[config.mk]
export PLATFORM = sky130hd
export DESIGN_NAME = floor_call_scheduler
export DESIGN_NICKNAME = d
export VERILOG_FILES = /design/src/rtl/floor_call_scheduler.sv
export SDC_FILE = /design/constraint.sdc
export NUM_CORES = 1
export LEC_CHECK = 0
export CAP_MARGIN = 20
export CORE_MARGIN = 3
export CORE_UTILIZATION = 55
export CTS_CLUSTER_SIZE = 20
export DETAILED_ROUTE_END_ITERATION = 8
export PLACE_DENSITY = 0.77
export SLEW_MARGIN = 20
export SYNTH_ARGS = -nofsm -noshare
export SYNTH_HDL_FRONTEND = slang
export SYNTH_SLANG_ARGS = --single-unit
[constraint.sdc]
create_clock -name clk -period 9.04 [get_ports clk]
set_input_delay 1.356 -clock clk [delete_from_list [all_inputs] [get_ports clk]]
set_output_delay 1.356 -clock clk [all_outputs]
set_load 0.005 [all_outputs]
[src/rtl/floor_call_scheduler.sv]
// Floor call capture and one-at-a-time issue to the elevator scheduling stage.
// Define FLOOR_CALL_DEBOUNCE_EN to insert the per-floor debounce filter after the synchronizer.
module floor_call_scheduler #(
  parameter int FLOORS          = 8,
  parameter int FLOOR_W         = 3,
  parameter int WEIGHT_W        = 11,
  parameter int DEBOUNCE_CYCLES = 4,
  parameter int GAP_CYCLES      = 2
) (
  input  logic                clk,
  input  logic                rst_n,
  input  logic [FLOORS-1:0]   call_btn,
  input  logic [WEIGHT_W-1:0] weight,
  input  logic                complete,
  input  logic [FLOOR_W-1:0]  out_floor,
  output logic [FLOOR_W-1:0]  req_floor,
  output logic [WEIGHT_W-1:0] req_weight,
  output logic                req_valid,
  input  logic                req_ready,
  output logic [FLOORS-1:0]   pending,
  output logic                busy
);

  // state   | meaning
  // S_IDLE  | waiting for an unissued pending call
  // S_OFFER | req_valid high, waiting for req_ready or an arrival on the offered floor
  // S_GAP   | post-transfer quiet time, req_floor held
  typedef enum logic [1:0] {
    S_IDLE  = 2'd0,
    S_OFFER = 2'd1,
    S_GAP   = 2'd2
  } state_t;

  if (FLOORS != (1 << FLOOR_W) || DEBOUNCE_CYCLES < 1 || DEBOUNCE_CYCLES > 15 ||
      GAP_CYCLES < 1 || GAP_CYCLES > 15) begin : g_bad_params
    $error("floor_call_scheduler: illegal parameter combination");
  end

  localparam logic [FLOORS-1:0] FLOOR0_KEEP = {{(FLOORS-1){1'b1}}, 1'b0};

  state_t             state;
  logic [FLOORS-1:0]  sync1, sync2, deb, deb_q;
  logic [FLOORS-1:0]  issued, cand, clr_mask, issue_mask;
  logic [FLOOR_W-1:0] rr_ptr, pick, idx, next_ptr;
  logic               found, arrive_req;
  logic [3:0]         gap_cnt;

  always_ff @(posedge clk or negedge rst_n) begin
    if (!rst_n) begin
      sync1 <= '0;
      sync2 <= '0;
      deb_q <= '0;
    end else begin
      sync1 <= call_btn;
      sync2 <= sync1;
      deb_q <= deb;
    end
  end

`ifdef FLOOR_CALL_DEBOUNCE_EN
  logic [3:0] deb_cnt [FLOORS];

  // A level change is accepted only after it has disagreed with deb for DEBOUNCE_CYCLES+1 samples.
  always_ff @(posedge clk or negedge rst_n) begin
    if (!rst_n) begin
      deb <= '0;
      for (int f = 0; f < FLOORS; f++) deb_cnt[f] <= '0;
    end else begin
      for (int f = 0; f < FLOORS; f++) begin
        if (sync2[f] == deb[f]) begin
          deb_cnt[f] <= '0;
        end else if (deb_cnt[f] == 4'(DEBOUNCE_CYCLES)) begin
          deb[f]     <= sync2[f];
          deb_cnt[f] <= '0;
        end else begin
          deb_cnt[f] <= deb_cnt[f] + 4'd1;
        end
      end
    end
  end
`else
  always_ff @(posedge clk or negedge rst_n) begin
    if (!rst_n) deb <= '0;
    else        deb <= sync2;
  end
`endif

  always_comb begin
    clr_mask = '0;
    if (complete) clr_mask[out_floor] = 1'b1;
  end

  // Clear beats a same-cycle set; floor 0 never becomes pending.
  always_ff @(posedge clk or negedge rst_n) begin
    if (!rst_n) pending <= '0;
    else        pending <= (pending | (deb & ~deb_q)) & ~clr_mask & FLOOR0_KEEP;
  end

  assign cand       = pending & ~issued;
  assign arrive_req = complete && (out_floor == req_floor);

  always_comb begin
    pick  = '0;
    idx   = '0;
    found = 1'b0;
    for (int i = 0; i < FLOORS; i++) begin
      idx = rr_ptr + FLOOR_W'(i);
      if (!found && cand[idx]) begin
        pick  = idx;
        found = 1'b1;
      end
    end
  end

  always_comb begin
    next_ptr = req_floor + FLOOR_W'(1);
    if (next_ptr == '0) next_ptr = FLOOR_W'(1);
  end

  always_comb begin
    issue_mask = '0;
    if (state == S_OFFER && req_ready && !arrive_req) issue_mask[req_floor] = 1'b1;
  end

  always_ff @(posedge clk or negedge rst_n) begin
    if (!rst_n) begin
      state      <= S_IDLE;
      req_floor  <= '0;
      req_weight <= '0;
      req_valid  <= 1'b0;
      busy       <= 1'b0;
      issued     <= '0;
      rr_ptr     <= FLOOR_W'(1);
      gap_cnt    <= '0;
    end else begin
      issued <= (issued | issue_mask) & ~clr_mask;
      case (state)
        S_IDLE: begin
          if (found) begin
            req_floor  <= pick;
            req_weight <= weight;
            req_valid  <= 1'b1;
            busy       <= 1'b1;
            state      <= S_OFFER;
          end
        end
        S_OFFER: begin
          if (arrive_req) begin
            req_valid <= 1'b0;
            busy      <= 1'b0;
            state     <= S_IDLE;
          end else if (req_ready) begin
            req_valid <= 1'b0;
            rr_ptr    <= next_ptr;
            gap_cnt   <= 4'(GAP_CYCLES - 1);
            state     <= S_GAP;
          end
        end
        S_GAP: begin
          if (gap_cnt == '0) begin
            busy  <= 1'b0;
            state <= S_IDLE;
          end else begin
            gap_cnt <= gap_cnt - 4'd1;
          end
        end
        default: begin
          req_valid <= 1'b0;
          busy      <= 1'b0;
          state     <= S_IDLE;
        end
      endcase
    end
  end

endmodule

==> reports/qor.txt <==
Fin crit period = 3.81 ns
Clk pin slew, worst setup/hold paths = 0.08 ns
Skew final = 0.0100 ns
Initial Util = 57.5%
Total global-route track usage = 22.9%
Share of layout cells above drive strength 1 = 13.3%
Finished Layout Cells = 435
Synthesized area per cell = 11.1 µm²
Cells after Synth = 309
Internal power = 0.958 mW
Comb pwr share = 53.3%
Clock sinks = 67
Clock power share = 16.4%
Highest clock rate = 0.263 GHz
Final WS setup = 5.23 ns
Initial antenna violation count = 0
Nets = 388
Number of max-cap violations = 0
Yosys warns = 0
H-tree Lvls = 3
Pwr/cell area = 390 nW/µm²
Slew @ Worst Pin = 0.824 ns
RSZ-0062 raised after global routing = no
Area share of the largest cell type after synthesis = 48.0%
Pwr Total = 1.62 mW
Residual DRC = 0
DR vias = 2609
WL/cell = 17.5 µm
Outcome = complete, no violations
Rows = 28
Reg power frac = 30.3%
Die Ht = 85.1 µm
ANT cells = 0
Number of DRC markers in iteration 0 = 164
Root buf cell = clkbuf_8
Net Sw Power = 0.660 mW
Asr flop ratio synth = 100%
Final Cycle Share = 42.1%
FF-to-FF Start = rr_ptr[1]
Pleak = 1.79 nW
CP Launch Type = flip-flop
Post-cts sizing count = 0
Area contributors post-synth = dfrtp_1, mux4_2, mux2_2
CTS buffer count = 9
Core footprint = 5990 µm²
Max-slew violations = 0
Gp weighted congestion = 0.941
Mapped Nets = 341
Design Area, Final = 4150 µm²
Clk_lat worst skew = 0.34 ns
Setup CP Type = flip-flop to flip-flop
DP HPWL = 5.36 mm
Number of global-route vias before repair = 2686
CP Max Fanout = 18
Ports = 50
Largest net degree at the start of global routing = 68
Slew margin rel. = 45.1%
Max clock buf depth = 2
Hold_sp = sync2[2]
Final WL = 7.60 mm
CP Capture Type = flip-flop
Final setup fails = 0
Crit path launch = rr_ptr[1]
Area Overhead vs Synth = 20.6%
Drt first pass iters = 4
Post-Syn Area = 3440 µm²
Post-DRT Antenna Nets = 0
Switching Share = 40.8%
Largest area contributor in the netlist = dfrtp_1
IR drop worst, VDD = 228 µV
CTS tree = done
Worst hold path class = flip-flop to flip-flop
Die ar. = 7240 µm²
Placed cells = 420
Sequential element share of the synthesized area = 48.7%
Arr. time, crit path = 4.03 ns
Synth unique cells = 61
Number of flops mapped to enable cells by yosys = 0
Place WS = 5.33 ns
DP Area = 3940 µm²
# hold bufs at CTS = 0
First-pass GRT wire length = 13.0 mm
#FFs+latches synth = 67
Post-CTS Setup Bufs = 0
Die W = 85.1 µm
PortBufs = 47
Final Hold Vio Count = 0
Vias per inst = 6.00
Total grt overflow = 0
Synth Flop Type = dfrtp_1
Setup TNS = 0 ns
Data required, critical path = 9.26 ns
==> cell type report <==
class | count | area (µm²)
clock inverters | 6 | 90.1
well taps | 75 | 93.8
clock buffers | 9 | 124
flip-flops and latches | 67 | 1680
fillers | 440 | 1840
inverters | 17 | 63.8
multi-input cells | 212 | 1620
repair buffers | 49 | 480
==> cell usage in the layout, fill, tap and decap left out, types with 3 or more instances in the layout <==
cell / Yosys / final
a211oi_1: 4 / 4
a21o_1: 3 / 3
a21oi_1: 20 / 20
a31oi_1: 7 / 7
a41oi_1: 5 / 5
clkbuf_8: 0 / 9
clkdlybuf4s50_1: 0 / 46
dfrtp_1: 66 / 66
ha_1: 6 / 6
inv_1: 15 / 15
mux2_2: 10 / 10
mux2i_1: 6 / 6
mux4_2: 8 / 8
nand2_1: 18 / 18
nand2b_1: 12 / 12
nand3_1: 3 / 3
nor2_1: 24 / 24
nor2b_1: 7 / 7
nor3_1: 7 / 7
nor4bb_1: 3 / 3
o21ai_0: 7 / 7
o31ai_1: 5 / 5
xnor2_1: 5 / 5
xor2_1: 4 / 4
==> stage by stage <==
step	util (%)	hold slack, ns
global route	69.3	0.350
detailed placement	65.7	0.336
finish	69.3	0.339
CTS	69.3	0.340
floorplan	-	0.331
global placement	65.7	0.333
==> path summary, 6_finish.rpt <==
check / to / slack, ns / cells past startpoint
worst max register to register: req_weight[10] / 5.23 / 8
min in group asynchronous: sync2[5] / 1.20 / 2
worst min register to register: deb[2] / 0.34 / 0
worst min-delay path: deb[2] / 0.34 / 0
worst max-delay path: req_weight[10] / 5.23 / 8
max in group asynchronous: req_floor[0] / 7.31 / 2
==> registers in the layout, indices dropped and copies added, names as in the netlist <==
name	count
req_weight	11
deb	7
deb_q	7
issued	7
pending	7
sync1	7
sync2	7
gap_cnt	4
req_floor	3
rr_ptr	3
state	2
busy	1
req_valid	1
==> cells by family after synthesis <==
group	count (synthesis)	synth area share, %
xor gates and xnor gates	9	2.29
other	1	0.109
muxes	26	10.9
adders and majority gates	6	2.18
DFF	67	48.7
buffers and inverters	30	4.11
and+or+nand+nor	95	15.5
AOI/OAI and AO/OA	75	16.1
==> cells in the mapped netlist, types with 2 or more instances <==
cell,instances
o21a_1,2
nand2b_1,12
xor2_1,4
or4bb_1,2
clkbuf_1,6
dfrtp_1,66
buf_2,2
nor3_1,7
o31ai_1,5
o21ai_0,7
mux2i_1,6
nand3b_1,2
a211o_1,2
ha_1,6
nor2_1,24
and2_1,2
nor2b_1,7
inv_1,15
a32o_1,2
xnor2_1,5
a32oi_1,2
mux2_1,2
a41oi_1,5
and4b_1,2
a211oi_1,4
o221ai_1,2
a21oi_1,20
mux4_2,8
mux2_2,10
nor4bb_1,3
or3b_2,2
buf_6,2
nor3b_1,2
o2bb2ai_1,2
nand2_1,18
nor4_1,2
nor4b_1,2
a31oi_1,7
buf_4,3
a21bo_2,2
nand3_1,3
a21o_1,3
==> power by group through the flow <==
stage | Clock (mW) | Combinational (mW) | Sequential, mW
floorplan | 0 | 0.668 | 0.441
global placement | 0 | 0.845 | 0.488
detailed placement | 0 | 0.849 | 0.493
CTS | 0.273 | 0.858 | 0.488
global route | 0.288 | 0.955 | 0.505
finish | 0.266 | 0.862 | 0.490
==> per-layer routing <==
| metal | vias up | part of all wire [%] | global-route usage (%) |
|---|---|---|---|
| met5 | - | 0 | 0 |
| met4 | 0 | 2.5 | 10.4 |
| met3 | 16 | 6.5 | 7.28 |
| met2 | 87 | 47 | 35.9 |
| met1 | 1279 | 44 | 29.2 |
| li1 | 1227 | - | - |
==> worst max-delay path, cell delays in order, from the launching register on <==
cell and delay [ns]:
dfrtp_1 0.68, clkinv_1 0.48, ha_1 0.60, or4b_2 0.71
a31oi_1 0.30, a21o_1 0.25, o41ai_4 0.10, buf_4 0.23
mux2_1 0.32
No activity file was read; power rests on OpenSTA's default activity.
